[src/rtl/fp_acc_pkg.sv]
// fp_acc_pkg: shared definitions for the float32 accumulator.
//   - FSM state encoding
//   - float32 field widths and the extended mantissa width
//     (hidden bit + 23 fraction bits + guard/round/sticky)
//   - special-value constants and unpack helpers
// Optional feature macro: FP_ACC_DENORM_EN (denormal inputs/results kept
// instead of flushed to a same-signed zero).
package fp_acc_pkg;

  localparam int EXP_W    = 8;
  localparam int MAN_W    = 23;
  localparam int EXT_W    = 27;
  localparam int EXP_BIAS = 127;
  localparam int EXP_MAX  = 2 * EXP_BIAS + 1;

  localparam logic [31:0] QNAN    = 32'h7FC00000;
  localparam logic [31:0] POS_INF = 32'h7F800000;

  typedef enum logic [3:0] {
    S_IDLE,
    S_UNPACK,
    S_SPECIAL,
    S_ALIGN,
    S_ADD,
    S_NORM,
    S_ROUND,
    S_PACK,
    S_DONE
  } state_t;

  function automatic logic is_nan(input logic [31:0] w);
    return (&w[30:23]) && (|w[22:0]);
  endfunction

  function automatic logic is_inf(input logic [31:0] w);
    return (&w[30:23]) && !(|w[22:0]);
  endfunction

  // Zero and denormal encodings share exponent 1 so that a zero operand
  // aligns like any other small value.
  function automatic logic [9:0] unpack_exp(input logic [31:0] w);
    return (w[30:23] == 8'd0) ? 10'd1 : {2'b00, w[30:23]};
  endfunction

  function automatic logic [EXT_W-1:0] unpack_man(input logic [31:0] w);
`ifdef FP_ACC_DENORM_EN
    return {(w[30:23] != 8'd0), w[22:0], 3'b000};
`else
    return (w[30:23] == 8'd0) ? '0 : {1'b1, w[22:0], 3'b000};
`endif
  endfunction

endpackage

[src/rtl/fp_round_rne.sv]
// fp_round_rne: combinational round-to-nearest-even for a normalised
// (or minimum-exponent denormal) extended mantissa.
// Ports:
//   mant     in  27  {hidden, fraction[22:0], guard, round, sticky}
//   expo     in  10  biased exponent belonging to mant
//   man_rnd  out 23  rounded fraction field
//   exp_rnd  out 8   exponent field (0 when the rounded value is denormal)
//   ovf      out 1   rounded exponent reaches the inf/NaN encoding
module fp_round_rne
  import fp_acc_pkg::*;
(
  input  logic [EXT_W-1:0] mant,
  input  logic [9:0]       expo,
  output logic [MAN_W-1:0] man_rnd,
  output logic [EXP_W-1:0] exp_rnd,
  output logic             ovf
);

  logic        rnd_up;
  logic [24:0] m25;
  logic [9:0]  e_adj;
  logic        hid;

  always_comb begin
    rnd_up  = mant[2] & (mant[1] | mant[0] | mant[3]);
    m25     = {1'b0, mant[26:3]} + {24'd0, rnd_up};
    e_adj   = expo;
    hid     = m25[23];
    man_rnd = m25[22:0];
    // Mantissa carry: value became 1.000..0 x 2^(e+1)
    if (m25[24]) begin
      man_rnd = m25[23:1];
      e_adj   = expo + 10'd1;
      hid     = 1'b1;
    end
    exp_rnd = hid ? e_adj[7:0] : 8'd0;
    ovf     = hid && (e_adj >= 10'(EXP_MAX));
  end

endmodule

[src/rtl/fp_acc.sv]
// fp_acc: IEEE-754 single-precision running-sum accumulator, acc += in_data,
// one alignment / normalisation bit per cycle. The total is emitted after
// the operand flagged in_last has been added, then acc returns to INIT_VALUE.
// Ports:
//   clk, rst             clock (rising edge), asynchronous active-high reset
//   in_data/in_last      operand and end-of-sum flag, captured on transfer
//   in_valid/in_ready    input handshake
//   out_data/out_valid   accumulated float32 result
//   out_ready            consumer accepts the result
// Optional feature macro: FP_ACC_DENORM_EN (see fp_acc_pkg).
module fp_acc
  import fp_acc_pkg::*;
#(
  parameter logic [31:0] INIT_VALUE = 32'h00000000
) (
  input  logic        clk,
  input  logic        rst,
  input  logic [31:0] in_data,
  input  logic        in_last,
  input  logic        in_valid,
  output logic        in_ready,
  output logic [31:0] out_data,
  output logic        out_valid,
  input  logic        out_ready
);

  state_t           state;
  logic [31:0]      acc;
  logic [31:0]      op_data;
  logic             op_last;
  logic             sa, sb;
  logic [9:0]       ea, eb;
  logic [EXT_W-1:0] ma, mb;
  logic [9:0]       diff;
  logic [EXT_W:0]   sum;
  logic             sign_r;
  logic [9:0]       exp_r;
  logic [31:0]      res;

  logic [MAN_W-1:0] man_rnd;
  logic [EXP_W-1:0] exp_rnd;
  logic             ovf;
  logic             flush;

  // Combinational so that it is high in the first cycle after reset release.
  assign in_ready = !rst && (state == S_IDLE) && !out_valid;

`ifdef FP_ACC_DENORM_EN
  assign flush = 1'b0;
`else
  assign flush = !sum[EXT_W-1];
`endif

  fp_round_rne u_round (
    .mant    (sum[EXT_W-1:0]),
    .expo    (exp_r),
    .man_rnd (man_rnd),
    .exp_rnd (exp_rnd),
    .ovf     (ovf)
  );

  always_ff @(posedge clk or posedge rst) begin
    if (rst) begin
      state     <= S_IDLE;
      acc       <= INIT_VALUE;
      op_data   <= '0;
      op_last   <= 1'b0;
      sa        <= 1'b0;
      sb        <= 1'b0;
      ea        <= '0;
      eb        <= '0;
      ma        <= '0;
      mb        <= '0;
      diff      <= '0;
      sum       <= '0;
      sign_r    <= 1'b0;
      exp_r     <= '0;
      res       <= '0;
      out_data  <= '0;
      out_valid <= 1'b0;
    end else begin
      case (state)
        S_IDLE: begin
          if (in_valid && in_ready) begin
            op_data <= in_data;
            op_last <= in_last;
            state   <= S_UNPACK;
          end
        end
        S_UNPACK: begin
          sa    <= acc[31];
          ea    <= unpack_exp(acc);
          ma    <= unpack_man(acc);
          sb    <= op_data[31];
          eb    <= unpack_exp(op_data);
          mb    <= unpack_man(op_data);
          state <= S_SPECIAL;
        end
        S_SPECIAL: begin
          if (is_nan(acc) || is_nan(op_data) ||
              (is_inf(acc) && is_inf(op_data) && (acc[31] != op_data[31]))) begin
            res   <= QNAN;
            state <= S_PACK;
          end else if (is_inf(acc)) begin
            res   <= acc;
            state <= S_PACK;
          end else if (is_inf(op_data)) begin
            res   <= op_data;
            state <= S_PACK;
          end else begin
            // Keep the larger exponent in the a-side; b is the one shifted.
            if (eb > ea) begin
              sa   <= sb;  ea <= eb;  ma <= mb;
              sb   <= sa;  eb <= ea;  mb <= ma;
              diff <= eb - ea;
            end else begin
              diff <= ea - eb;
            end
            state <= S_ALIGN;
          end
        end
        S_ALIGN: begin
          if (diff == 10'd0) begin
            state <= S_ADD;
          end else if (diff > 10'd26) begin
            mb    <= {{(EXT_W-1){1'b0}}, |mb};
            diff  <= '0;
            state <= S_ADD;
          end else begin
            mb   <= {1'b0, mb[EXT_W-1:2], mb[1] | mb[0]};
            diff <= diff - 10'd1;
          end
        end
        S_ADD: begin
          exp_r <= ea;
          if (sa == sb) begin
            sum    <= {1'b0, ma} + {1'b0, mb};
            sign_r <= sa;
          end else if (ma >= mb) begin
            sum    <= {1'b0, ma} - {1'b0, mb};
            sign_r <= (ma == mb) ? 1'b0 : sa;  // exact cancellation is +0
          end else begin
            sum    <= {1'b0, mb} - {1'b0, ma};
            sign_r <= sb;
          end
          state <= S_NORM;
        end
        S_NORM: begin
          if (sum[EXT_W]) begin
            sum   <= {1'b0, sum[EXT_W:2], sum[1] | sum[0]};
            exp_r <= exp_r + 10'd1;
          end else if (sum[EXT_W-1] || (sum == '0) || (exp_r <= 10'd1)) begin
            state <= S_ROUND;
          end else begin
            sum   <= {sum[EXT_W-1:0], 1'b0};
            exp_r <= exp_r - 10'd1;
          end
        end
        S_ROUND: begin
          if (ovf)
            res <= {sign_r, POS_INF[30:0]};
          else if (flush)
            res <= {sign_r, 31'd0};
          else
            res <= {sign_r, exp_rnd, man_rnd};
          state <= S_PACK;
        end
        S_PACK: begin
          if (op_last) begin
            out_data  <= res;
            out_valid <= 1'b1;
            acc       <= INIT_VALUE;
            state     <= S_DONE;
          end else begin
            acc   <= res;
            state <= S_IDLE;
          end
        end
        S_DONE: begin
          if (out_ready) begin
            out_valid <= 1'b0;
            state     <= S_IDLE;
          end
        end
        default: state <= S_IDLE;
      endcase
    end
  end

endmodule

[config.mk]
export PLATFORM = sky130hd
export DESIGN_NAME = fp_acc
export DESIGN_NICKNAME = d
export VERILOG_FILES = /design/src/rtl/fp_acc_pkg.sv /design/src/rtl/fp_round_rne.sv /design/src/rtl/fp_acc.sv
export SDC_FILE = /design/constraint.sdc
export NUM_CORES = 1
export LEC_CHECK = 0
export BUFFER_PORTS_ARGS = -buffer_cell sky130_fd_sc_hd__buf_2
export CAP_MARGIN = 25
export CORE_MARGIN = 10
export CORE_UTILIZATION = 44
export DETAILED_ROUTE_END_ITERATION = 10
export GPL_TIMING_DRIVEN = 0
export PLACE_DENSITY = 0.62
export SYNTH_ARGS = -nofsm -noshare
export SYNTH_HDL_FRONTEND = slang
export SYNTH_SLANG_ARGS = --single-unit
[constraint.sdc]
create_clock -name clk -period 8.3 [get_ports clk]
set_clock_uncertainty 0.05 [all_clocks]
set_input_delay 0 -clock clk [delete_from_list [all_inputs] [get_ports clk]]
set_output_delay 0 -clock clk [all_outputs]
set_load 0.01 [all_outputs]
After elaboration in Yosys (flattened, before gate mapping)
Index checks and enable logic that the tools add are counted.

word-level totals
  RAM bits = 0
  register bits = 259
  memories = 0
  output and inout port bits = 34
  bits in read-only memories = 0
  bits in latches = 0
  logic and storage cells = 182

cells by class
  bitwise logic cells = 4
  magnitude comparators = 5
  equality and inequality tests = 24
  $mul = 0
  $add $sub $neg = 9
  multiplexer cells = 79
  divide/modulo/power cells = 0
  reductions and logical operators = 43
  shifts and indexed selects = 0

operators with widths
  operator                                             number
  two-way mux 27 bit                                   11
  two-way mux 10 bit                                   17
  two-way mux 32 bit                                   4
  two-way mux 28 bit                                   4
  case mux 27 bit (3 select lines)                     1
  case mux 10 bit (2 select lines)                     4
  case mux 32 bit (2 select lines)                     1
  two-way mux 31 bit                                   2
  case mux 28 bit (2 select lines)                     1
  subtractor 27 x 27 -> 28 bit                         2
  case mux 27 bit (2 select lines)                     1
  OR reduction 23 bit                                  2
  case mux 4 bit (9 select lines)                      1
  adder 27 x 27 -> 28 bit                              1
  logical NOT 28 bit                                   1
  two-way mux 4 bit                                    7
  equality test 27 bit                                 1
  greater-or-equal comparator 27 bit                   1
  OR reduction 27 bit                                  1
  two-way mux 26 bit                                   1
  adder 24 x 1 -> 25 bit                               1
  two-way mux 8 bit                                    3
  two-way mux 23 bit                                   1
  subtractor 10 x 1 -> 10 bit (second input constant)  2
  34 further kinds                                     93

Depth between registers and ports, before layout
  depth in word-level cells = 9
  mapped depth = 16

Cells and area by module
Synthesis repeated with hierarchy kept, for this count alone.

second synthesis, totals
  cell total of the unflattened synthesis = 2,023
  area total of the unflattened synthesis = 17,795.8 um2

modules (own cells, without submodules)
  module        times used  seq. area each (um2)  cells an instance  area each (um2)
  fp_acc        1           6,481.2               1,881              16,908.7
  fp_round_rne  1           0.0                   142                887.1

Worst setup path before layout
Ideal clock, no wire load.

  kind = register -> register
  start = register mb[18]
  end = register sum[3]
  data arrival time = 3.219 ns
  setup time = 0.138 ns
  cell stages (with the launch flop) = 15
  data required time = 8.112 ns
  slack = 4.892 ns
  clock period less this slack = 3.408 ns
  path through = dfrtp_1 > ha_1 > buf_2 > nand4_1 > or4_1 > nor4_1 > nor2_1 > o21a_1 > clkbuf_1 > clkbuf_1 > buf_2 > o311ai_0 > o31ai_1 > xnor2_1 > o21ai_0

on the way
  cells in the longest elaborated chain, start to end = 4

RTL lines
  what                                RTL line       source
  start: declaration                  fp_acc.sv:33   logic [EXT_W-1:0] ma, mb;
  start signal: assignment            fp_acc.sv:96   mb <= unpack_man(op_data);
  start signal: assignment            fp_acc.sv:126  mb <= {{(EXT_W-1){1'b0}}, |mb};
  start signal: assignment            fp_acc.sv:130  mb <= {1'b0, mb[EXT_W-1:2], mb[1] | mb[0]};
  greater-or-equal comparator 27 bit  fp_acc.sv:139  end else if (ma >= mb) begin
  two-way mux 28 bit                  fp_acc.sv:139
  two-way mux 28 bit                  fp_acc.sv:136  if (sa == sb) begin
  case mux 28 bit (2 select lines)    fp_acc.sv:82   case (state)
  end signal: assignment              fp_acc.sv:137  sum <= {1'b0, ma} + {1'b0, mb};
  end signal: assignment              fp_acc.sv:140  sum <= {1'b0, ma} - {1'b0, mb};
  end signal: assignment              fp_acc.sv:143  sum <= {1'b0, mb} - {1'b0, ma};
  end: declaration                    fp_acc.sv:35   logic [EXT_W:0] sum;

Every way passes these cells.
A chain may end at the register's enable or synchronous reset.

Worst setup path after layout
  start = register mb[20]
  end = register sum[8]

The elaborated chain is that of the path after synthesis.

==> metrics.csv <==
metric,value,unit
clock_path_buffers,3,
worstMarginPinSlew,0.970,ns
clk_pin_slew,0.07,ns
fp.dieW,219,um
stdcell_area,20000,um2
antenna_found_initial,0,
min_path_cells,3,
powerDensity,133,nW/um2
reg2reg_slack,3.35,ns
grt_start_max_net_pins,126,
start_kind,register,
r2r_cells,13,
row_count,73,
max_freq,0.202,GHz
setup.worst_path.start,mb[20]$_DFFE_PP0P_,
cts_resized,0,
ys_warn_count,0,
drive_gt1_share,10.3,%
dieArea,48200,um2
synth_area_leaders,"dfrtp_1 37%, ha_1 7.6%, a21oi_1 4.8%",
num_io_pins,71,
synth_flop_cell,dfrtp_1,
period_share,59.6,%
place_ws,3.54,ns
clkLatencyLatePin,0.61,ns
netlist-cell-type-count,78,
maxSlewViolCount,0,
timing.rr.start,mb[20]$_DFFE_PP0P_,
crit_type,reg2reg,
drt-total-wl,62400,um
critical_path_buf_inv_count,2,
relSlewSlack,33.6,%
hold_start,in_data[13],
cap_viol_max_count,0,
die_h,219,um
fin_ws,3.35,ns
hp-class,in2reg,
setup_viol,0,
gp_congestion,0.977,
cts_tree,done,
cp.required,8.72,ns
overflow,0,
nets,2301,
cp_num_cells,13,
post_cts_buffers,0,
dpl.cell_count,2610,
clock_sinks,259,
yosysMostFrequentCell,dfrtp_1,
synth_edf_count,0,
crit_slowest_cell,clkbuf_1,
synth_nets,2159,
finalNonFillerCells,2698,
synthTopCellsByCount,"259 x dfrtp_1, 182 x nor2_1, 169 x a21oi_1, 160 x o21ai_0, 150 x nand2_1",
hold_buffers,36,
cts_buffers,30,
syn_to_final_growth,14.0,%
netlist.area_leader.share,37.0,%
grt_pass1_wl,95900,um
firstDrtPassIters,7,
path_delay_family,simple AND/OR/NAND/NOR gates,
wl_per_cell,23.1,um
synth_async_sr_flop_share,100,%
ys_ff_latch,259,
synthesis.area,17500,um2
syn-mean-instance-area,8.70,um2
cts-root-buf,clkbuf_16,
cpPeakStageDelay,0.63,ns
grt_pass1_vias,15800,
place_area,18600,um2
dpl.hpwl,47500,um
outcome,finished clean,
p_leak,9.05,nW
seq_area_frac_synth,37.0,%
hold-path-endpoint,op_data[13]$_DFFE_PP0P_,
drt_iter0_drc,1720,
rsz0062_at_grt,false,
synth_cells,2011,
arrival,5.37,ns
track_usage,25.6,%
hold_viol_final,0,
synth_top_area_cell,dfrtp_1,
start_util,44.3,%
vias,16300,
diodes,0,
cts.htree.levels,1,
drc_errors,0,
via_per_inst,6.04,
core-area,39500,um2
ir_drop,0.150,mV
postRouteAntennaNets,0,
r2r_end,sum[8]$_DFFE_PP0P_,
min_period,4.95,ns
crit_path_max_fanout,10,
critPathCaptureType,register,
cp_cell_sequence,ha_1 > clkbuf_1 > and4_1 > nand2_1 > nor4_1 > nor2_1 > o21ai_1 > clkbuf_1 > nand2_1 > o311ai_0 > a31oi_1 > xnor2_1 > o21ai_0,
io_buffers,70,
-- cells by family after synthesis --
logic type	synth area share [%]
flops	37.0
fa+ha+maj	8.15
buf+inv	5.55
xor+xnor	3.15
simple gates	16.6
mux	6.23
compound gates	23.3
-- registers in the layout (all words and copies together) (netlist names), 27 cells and up --
| signal | flops |
|---|---|
| acc | 32 |
| op_data | 32 |
| out_data | 32 |
| res | 32 |
| sum | 28 |
| ma | 27 |
| mb | 27 |
-- placed cells by master, fill, tap and decap left out, types with 30 or more instances in the layout --
master,n
dfrtp_1,259
nor2_1,182
a21oi_1,169
o21ai_0,160
nand2_1,150
clkbuf_1,122
inv_1,111
ha_1,106
buf_2,81
mux2_2,71
nand2b_1,51
a222oi_1,44
nand3_1,41
nor3_1,38
xnor2_1,37
dlygate4sd3_1,36
nor4_1,32
a22oi_1,31
a21o_1,31
clkbuf_16,30
-- metrics by stage --
step	utilization, %	power, mW	hold WS, ns	TNS, ns
6_report	50.5	2.65	0.109	0
5_1_grt	50.5	2.73	0.135	0
4_1_cts	50.5	2.68	0.0829	0
3_5_place_dp	47.0	1.32	-0.0987	0
3_3_place_gp	46.8	1.32	0.181	-507.69
2_1_floorplan	-	1.30	0.00757	0
-- power by group --
group          internal, mW  switching [mW]
clock network         0.773           0.565
logic                0.0199          0.0298
registers              1.26               0
total                  2.06           0.594
-- final cells by class --
class / instances / area [um2]
fill: 3819 / 19600
clock buffer: 43 / 890
buffer: 139 / 552
sequential: 259 / 6480
timing repair buffer: 110 / 785
tap: 525 / 657
inverter: 112 / 428
multi-input combinational: 1501 / 10100
clock inverter: 9 / 105
-- tightest hold or removal path, cell delays in order --
cell and delay [ns]:
dlygate4sd3_1 0.52, buf_2 0.09, mux2_2 0.13
-- worst max-delay path by stage --
stage / to / slack, ns
floorplan: acc[0]$_DFFE_PP0P_ / 1.12
global placement: mb[10]$_DFFE_PP0P_ / -1.99
detailed placement: sum[4]$_DFFE_PP0P_ / 3.54
CTS: ma[18]$_DFFE_PP0P_ / 3.47
global route: ma[15]$_DFFE_PP0P_ / 3.12
finish: sum[8]$_DFFE_PP0P_ / 3.35
-- layer usage --
layer | routed length, um | vias up | GRT usage (%)
met4 | 1960 | 0 | 7.49
met5 | 0 | - | 0
li1 | - | 7580 | -
met3 | 4780 | 93 | 4.70
met1 | 27600 | 7979 | 35.4
met2 | 28000 | 633 | 39.9
No activity file was read; power rests on OpenSTA's default activity.
